### src/rtl/rv32i_types.sv
`default_nettype none
// +----------------------------------------------------------------------------+
// | Package : rv32i_types                                                       |
// | Shared register-file sizing constants for the rename/retire datapath.      |
// | Revision: 1.0 - initial release                                             |
// +----------------------------------------------------------------------------+
package rv32i_types;

    localparam int PHYS_REG_IDX = 5;
    localparam int NUM_ARCH_REG = 32;
    localparam int NUM_PHYS_REG = 64;

endpackage
`default_nettype wire

### src/rtl/free_list.sv
`default_nettype none
// +----------------------------------------------------------------------------+
// | Module  : free_list                                                         |
// | Circular free list of physical registers. A flush restores every slot as   |
// | free. Optional macro FREE_LIST_BYPASS_EN forwards enqueue to dequeue when   |
// | the list is empty.                                                          |
// | Revision: 1.0 - initial release                                             |
// +----------------------------------------------------------------------------+
module free_list #(
    parameter int NUM_PHYS_REG       = rv32i_types::NUM_PHYS_REG,
    parameter int NUM_ARCH_REG       = rv32i_types::NUM_ARCH_REG,
    parameter int P_REG_IDX_NUM_BITS = rv32i_types::PHYS_REG_IDX
) (
    input  logic                                                clk,
    input  logic                                                rst,
    input  logic                                                enqueue,
    input  logic [P_REG_IDX_NUM_BITS:0]                         enqueue_preg,
    input  logic                                                dequeue,
    output logic [P_REG_IDX_NUM_BITS:0]                         dequeue_preg,
    output logic                                                empty,
    output logic                                                full,
    output logic [$clog2(NUM_PHYS_REG-NUM_ARCH_REG):0]          count,
    input  logic                                                flush,
    output logic                                                overflow_err
);

    localparam int DEPTH = NUM_PHYS_REG - NUM_ARCH_REG;
    localparam int AW    = $clog2(DEPTH);
    localparam int PW    = P_REG_IDX_NUM_BITS + 1;

    logic [PW-1:0] mem_q [DEPTH];
    logic [AW:0]   rd_ptr_q, rd_ptr_d;
    logic [AW:0]   wr_ptr_q, wr_ptr_d;
    logic          overflow_err_q;
    logic          w_bypass;
    logic          w_do_enq;
    logic          w_do_deq;

    assign empty = (rd_ptr_q == wr_ptr_q);
    assign full  = (rd_ptr_q[AW-1:0] == wr_ptr_q[AW-1:0]) && (rd_ptr_q[AW] != wr_ptr_q[AW]);
    assign count = wr_ptr_q - rd_ptr_q;
    assign overflow_err = overflow_err_q;

`ifdef FREE_LIST_BYPASS_EN
    assign w_bypass = empty && enqueue && dequeue && !flush;
`else
    assign w_bypass = 1'b0;
`endif

    assign w_do_enq = enqueue && !full && !w_bypass;
    assign w_do_deq = dequeue && !empty && !flush && !w_bypass;

    assign dequeue_preg = w_bypass ? enqueue_preg : mem_q[rd_ptr_q[AW-1:0]];

    // Flush re-opens every slot: the oldest free entry sits just past the
    // post-enqueue write pointer, one full lap behind it.
    always_comb begin
        wr_ptr_d = wr_ptr_q;
        rd_ptr_d = rd_ptr_q;
        if (w_do_enq) begin
            wr_ptr_d = wr_ptr_q + 1'b1;
        end
        if (flush) begin
            rd_ptr_d = {~wr_ptr_d[AW], wr_ptr_d[AW-1:0]};
        end else if (w_do_deq) begin
            rd_ptr_d = rd_ptr_q + 1'b1;
        end
    end

    always_ff @(posedge clk) begin
        if (rst) begin
            rd_ptr_q       <= '0;
            wr_ptr_q       <= {1'b1, {AW{1'b0}}};
            overflow_err_q <= 1'b0;
        end else begin
            rd_ptr_q <= rd_ptr_d;
            wr_ptr_q <= wr_ptr_d;
            if (enqueue && full) begin
                overflow_err_q <= 1'b1;
            end
        end
    end

    always_ff @(posedge clk) begin
        if (rst) begin
            for (int i = 0; i < DEPTH; i++) begin
                mem_q[i] <= PW'(NUM_ARCH_REG + i);
            end
        end else if (w_do_enq) begin
            mem_q[wr_ptr_q[AW-1:0]] <= enqueue_preg;
        end
    end

endmodule
`default_nettype wire
### config.mk
export PLATFORM = sky130hd
export DESIGN_NAME = free_list
export DESIGN_NICKNAME = d
export VERILOG_FILES = /design/src/rtl/rv32i_types.sv /design/src/rtl/free_list.sv
export SDC_FILE = /design/constraint.sdc
export NUM_CORES = 1
export LEC_CHECK = 0
export ABC_AREA = 1
export BUFFER_PORTS_ARGS = -buffer_cell sky130_fd_sc_hd__buf_2
export CAP_MARGIN = 10
export CORE_MARGIN = 5
export CORE_UTILIZATION = 65
export CTS_BUF_LIST = sky130_fd_sc_hd__clkbuf_4 sky130_fd_sc_hd__clkbuf_8
export CTS_CLUSTER_DIAMETER = 40
export DETAILED_ROUTE_END_ITERATION = 10
export GPL_TIMING_DRIVEN = 0
export PLACE_DENSITY_LB_ADDON = 0.12
export SKIP_CTS_REPAIR_TIMING = 1
export SYNTH_ARGS = -nofsm -noshare
export SYNTH_HDL_FRONTEND = slang
export SYNTH_SLANG_ARGS = --single-unit
### constraint.sdc
create_clock -name clk -period 3.6 [get_ports clk]
set_clock_uncertainty 0.2 [all_clocks]
set_input_delay 0.36 -clock clk [delete_from_list [all_inputs] [get_ports clk]]
set_output_delay 0.36 -clock clk [all_outputs]
set_load 0.02 [all_outputs]
# Word-level counts from Yosys, hierarchy flattened
# Memories as Yosys holds them, arrays and structs flattened. A register that Yosys moved wholly into a read port is not among the register bits.
# Index checks and enable logic that the tools add are counted.
[word_totals] ff_bits=13 latch_bits=0 ramBits=192 rom_bits=0 inputBits=11 output_inout_bits=15 word_cells=34 mem_count=1
[memory_table] memory="mem_q" words=32 word_bits=6 rd=1 rd_clocked_by_memory_dff=1 wr=32 line="free_list.sv:31" source="logic [PW-1:0] mem_q [DEPTH];"
[op_classes] n_addsub=3 multipliers=0 div_mod_pow=0 n_lt_le_gt_ge=0 eq_ne=3 shifts=0 n_mux=13 bitwise_logic=1 n_reduce_logical=10
[op_table] op="2-to-1 mux 6 bit" n=4
[op_table] op="2-to-1 mux 5 bit" n=3
[op_table] op="adder 6 x 1 -> 6 bit (second input constant)" n=2
[op_table] op="equality test 6 bit" n=1
[op_table] op="2-to-1 mux 1 bit" n=6
[op_table] op="OR reduction 6 bit" n=1
[op_table] op="subtractor 6 bit" n=1
[op_table] op="equality test 5 bit" n=1
[op_table] op="logical AND 1 bit" n=5
[op_table] op="logical NOT 1 bit" n=3
[op_table] op="nonzero test 2 bit" n=1
[op_table] op="!= test 1 bit" n=1
[op_table] op="NOT 1 bit" n=1

# Logic depth before layout (Yosys ltp)
[logic_depth] ltp_word=9 mapped_depth=11 mapped_depth_nobuf=11

# Least setup slack after synthesis
# Ideal clock, no wire load.
[synth_timing] kind="register to register" start="register wr_ptr_q[0]" end="memory mem_q[31][0] (netlist bit) (enable)" setup_ns=0.377 arrival_time_ns=1.918 required_ns=3.023 slack_ns=1.105 path_stages_with_launch=10 n_path_buf=0 period_less_slack_ns=2.495 cell_sequence="dfxtp_1 > inv_1 > ha_1 > nand3_1 > nor2_1 > nand2_2 > nand2_4 > nor2_8 > nand2_4 > o21ai_0"
[synth_rtl] item="from (decl)" line="free_list.sv:33" source="logic [AW:0] wr_ptr_q, wr_ptr_d;"
[synth_rtl] item="from (signal assigned)" line="free_list.sv:73" source="wr_ptr_q <= {1'b1, {AW{1'b0}}};"
[synth_rtl] item="from (signal assigned)" line="free_list.sv:77" source="wr_ptr_q <= wr_ptr_d;"
[synth_rtl] item="to (decl)" line="free_list.sv:31"

==> results.yml <==
run_status:
  status: "completed"
setup_path:
  r2r-end: "mem_q[31][2]$_SDFFCE_PN1P_"
  crit_arrival_ns: 2.68
  ff2ff_path_depth: 9
  cp_common_cell: "nand3_1"
  startpoint_type: "flop"
  end_kind: "output port"
  max_stage_delay_ns: 0.48
  worstPathRequired_ns: 3.04
  crit_family: "buffers and inverters"
  timing.rr.start: "rd_ptr_q[2]$_SDFFE_PP0N_"
  slowest_stage: "buf_1"
  worstPathMaxFanout: 10
  crit_type: "flop to output port"
  path_cells: "buf_2 > buf_1 > nand3_1 > nand3_1 > nand2_1 > nand2_1 > nand3_1 > and2_1 > buf_2"
  r2r_slack_ns: 0.57
  cp.buffers_inverters: 3
power:
  switchingPower_mw: 1.78
  total_power_mw: 6.02
  irDropWorstVdd_mv: 0.377
  combPwrFrac: 0.185
  powerDensity_mw_per_mm2: 530
  seqPwrFrac: 0.459
  switching_share: 0.295
  internal-power_mw: 4.24
  p_clk_frac: 0.356
  p_leak_nw: 4.22
timing:
  setup_violations: 0
  fin_tns_setup_ns: 0
  worst_pin_slew_ns: 0.944
  hold_viol: 0
  slew_violations: 0
  fmax_ghz: 0.309
  slew_headroom: 0.364
  rsz0062_at_grt: "no"
  min_period_ns: 3.24
  finalCritPeriodShare: 0.899
clock_tree:
  clk_latency_ns: 0.52
  cts_made_buffers: 36
  root_buffer: "clkbuf_8"
  h-tree-depth: 2
  clkTransAtPathRegs_ns: 0.06
  cts.sinks: 210
  cts_tree: "done"
  clockBufferDepth: 3
grt:
  grt_pass1_wl_mm: 41.5
  track_usage: 0.305
  grt_start_max_net_pins: 11
  antenna_found_initial: 0
  overflow: 0
  grt_pass1_vias: 7662
synthesis:
  syn-num-nets: 1154
  synth_top_family_by_area: "simple AND/OR/NAND/NOR gates"
  synthAdderAreaFrac: 0.0142
  synth-xor-area-share: 0.00598
  postSynthCellCount: 1132
  synthSimpleGateAreaFrac: 0.320
  yosysSeqAreaShare: 0.597
  ys_ff_latch: 210
  muxShareOfSynthArea: 0
  synth.distinct_cells: 27
  synth.avg_cell_area_um2: 9.06
  yosysWarnings: 0
  synth_compound_area_frac: 0.0110
  syn_area_mm2: 0.0103
job:
  drv_cap: 0
floorplanning:
  rows: 46
  fp.dieH_um: 136
  die_w_um: 136
  core_area_mm2: 0.0157
  pin_count: 26
  die_area_mm2: 0.0184
  start_util: 0.655
route:
  wl_mm: 27.1
  drc: 0
  vias: 8199
  wl_per_cell_um: 18.9
  viasPerCell: 5.73
  dr.pass1.iters: 5
  antenna_left: 0
  drtIter0Drc: 987
finish:
  final_nets: 1217
  fillers: 1226
  num_antenna_cells: 0
  post-route-util: 0.726
  instances_no_fill: 1432
  drive_gt1_frac: 0.104
  syn2layout_area_growth_pct: 10.7
hold_path:
  hp-class: "input port to flop"
  holdPathStages: 3
  min_from: "enqueue_preg[1]"
  hold_end: "mem_q[28][1]$_SDFFCE_PN0P_"
place:
  dpl.hpwl_mm: 18.9
  portBuffers: 24
  dp.cells: 1372
  gp_congestion: 0.936
==> layout make-up <==
| type | count | area (um^2) | share of cell area |
|---|---|---|---|
| buffer | 63 | 254 | 0.0224 |
| clock buffer | 49 | 599 | 0.0528 |
| timing repair buffer | 25 | 130 | 0.0115 |
| clock inverter | 10 | 103 | 0.00903 |
| multi-input combinational | 787 | 3610 | 0.317 |
| sequential | 210 | 6130 | 0.539 |
| tap | 216 | 270 | 0.0238 |
| inverter | 72 | 270 | 0.0238 |
==> power by group through the flow <==
stage / Combinational (mW) / Sequential, mW / Clock, mW
floorplan: 0.735 / 2.80 / 0
global placement: 1.07 / 2.81 / 0
detailed placement: 1.09 / 2.81 / 0
CTS: 1.09 / 2.76 / 2.15
global route: 1.21 / 2.77 / 2.27
finish: 1.11 / 2.76 / 2.14
==> metrics by stage <==
stage          instance area, um^2  setup WS (ns)  hold WS [ns]
4_1_cts                      11300          0.339       -0.0347
5_1_grt                      11400          0.198        0.0193
2_1_floorplan                10300           1.11         0.263
3_5_place_dp                 10600          0.605         0.253
6_report                     11400          0.363       0.00965
3_3_place_gp                 10600          0.669         0.251
==> worst max path at each step <==
stage,startpoint,endpoint,cells past startpoint
after CTS,flop,dequeue_preg[5],9
after floorplan,wr_ptr_q[0]$_SDFF_PP0_,mem_q[31][0]$_SDFFCE_PN1P_,9
after global routing,flop,dequeue_preg[0],9
final,flop,dequeue_preg[5],9
after detailed placement,wr_ptr_q[0]$_SDFF_PP0_,mem_q[31][4]$_SDFFCE_PN1P_,9
after global placement,wr_ptr_q[0]$_SDFF_PP0_,mem_q[31][4]$_SDFFCE_PN1P_,9
==> cell families (layout without fill, tap and decap cells) <==
| group | after synthesis | in the layout |
|---|---|---|
| AOI/OAI and AO/OA | 22 | 22 |
| xor gates and xnor gates | 7 | 7 |
| adders and majority gates | 11 | 11 |
| buffers and inverters | 135 | 219 |
| DFF | 210 | 210 |
| and+or+nand+nor | 747 | 747 |
==> cell usage after synthesis <==
master / n / share of area
nand3b_1: 2 / 0.0015
clkbuf_1: 46 / 0.017
buf_1: 5 / 0.0018
a21oi_1: 11 / 0.0054
nand4_1: 2 / 0.0012
edfxtp_1: 192 / 0.56
nor2_2: 2 / 0.0012
nand2_2: 1 / 0.00061
inv_2: 3 / 0.0011
buf_2: 11 / 0.0054
fa_1: 1 / 0.0020
xor2_1: 6 / 0.0051
nor3_1: 4 / 0.0020
nand3_1: 173 / 0.084
ha_1: 10 / 0.012
nor2_4: 23 / 0.025
inv_1: 69 / 0.025
o21a_1: 1 / 0.00073
nand2_1: 431 / 0.16
nor2_1: 97 / 0.036
dfxtp_1: 18 / 0.035
nand2_4: 5 / 0.0055
xnor2_1: 1 / 0.00085
nor2_8: 1 / 0.0020
o21ai_0: 10 / 0.0049
and2_1: 6 / 0.0037
buf_4: 1 / 0.00073
==> sequential cells by signal, summed over array words and instances (netlist names), named ones only <==
name / count
rd_ptr_q: 6
mem_q: 192
overflow_err: 1
wr_ptr_q: 6
==> cells in the final DEF, fill, tap and decap left out, types with 4 or more instances in the layout <==
master	count
nor3_1	4
clkbuf_1	46
and2_1	6
a21oi_1	11
xor2_1	6
nand3_1	173
dfxtp_1	18
edfxtp_1	192
ha_1	10
nor2_4	23
buf_2	35
nand2_1	431
nand2_4	5
buf_1	5
inv_1	69
clkbuf_8	37
o21ai_0	10
nor2_1	97
clkbuf_4	12
==> layer usage <==
layer,up-vias,wire (um),track usage
met1,3755,10400,0.420
li1,3832,-,-
met4,0,1300,0.144
met5,-,0,0
met3,96,3430,0.0739
met2,516,12000,0.461
==> worst min-delay path, stage by stage <==
cell    delay, ns
buf_2        0.07
inv_1        0.08
nor2_1       0.11
Power figures use the tool's default switching activity.
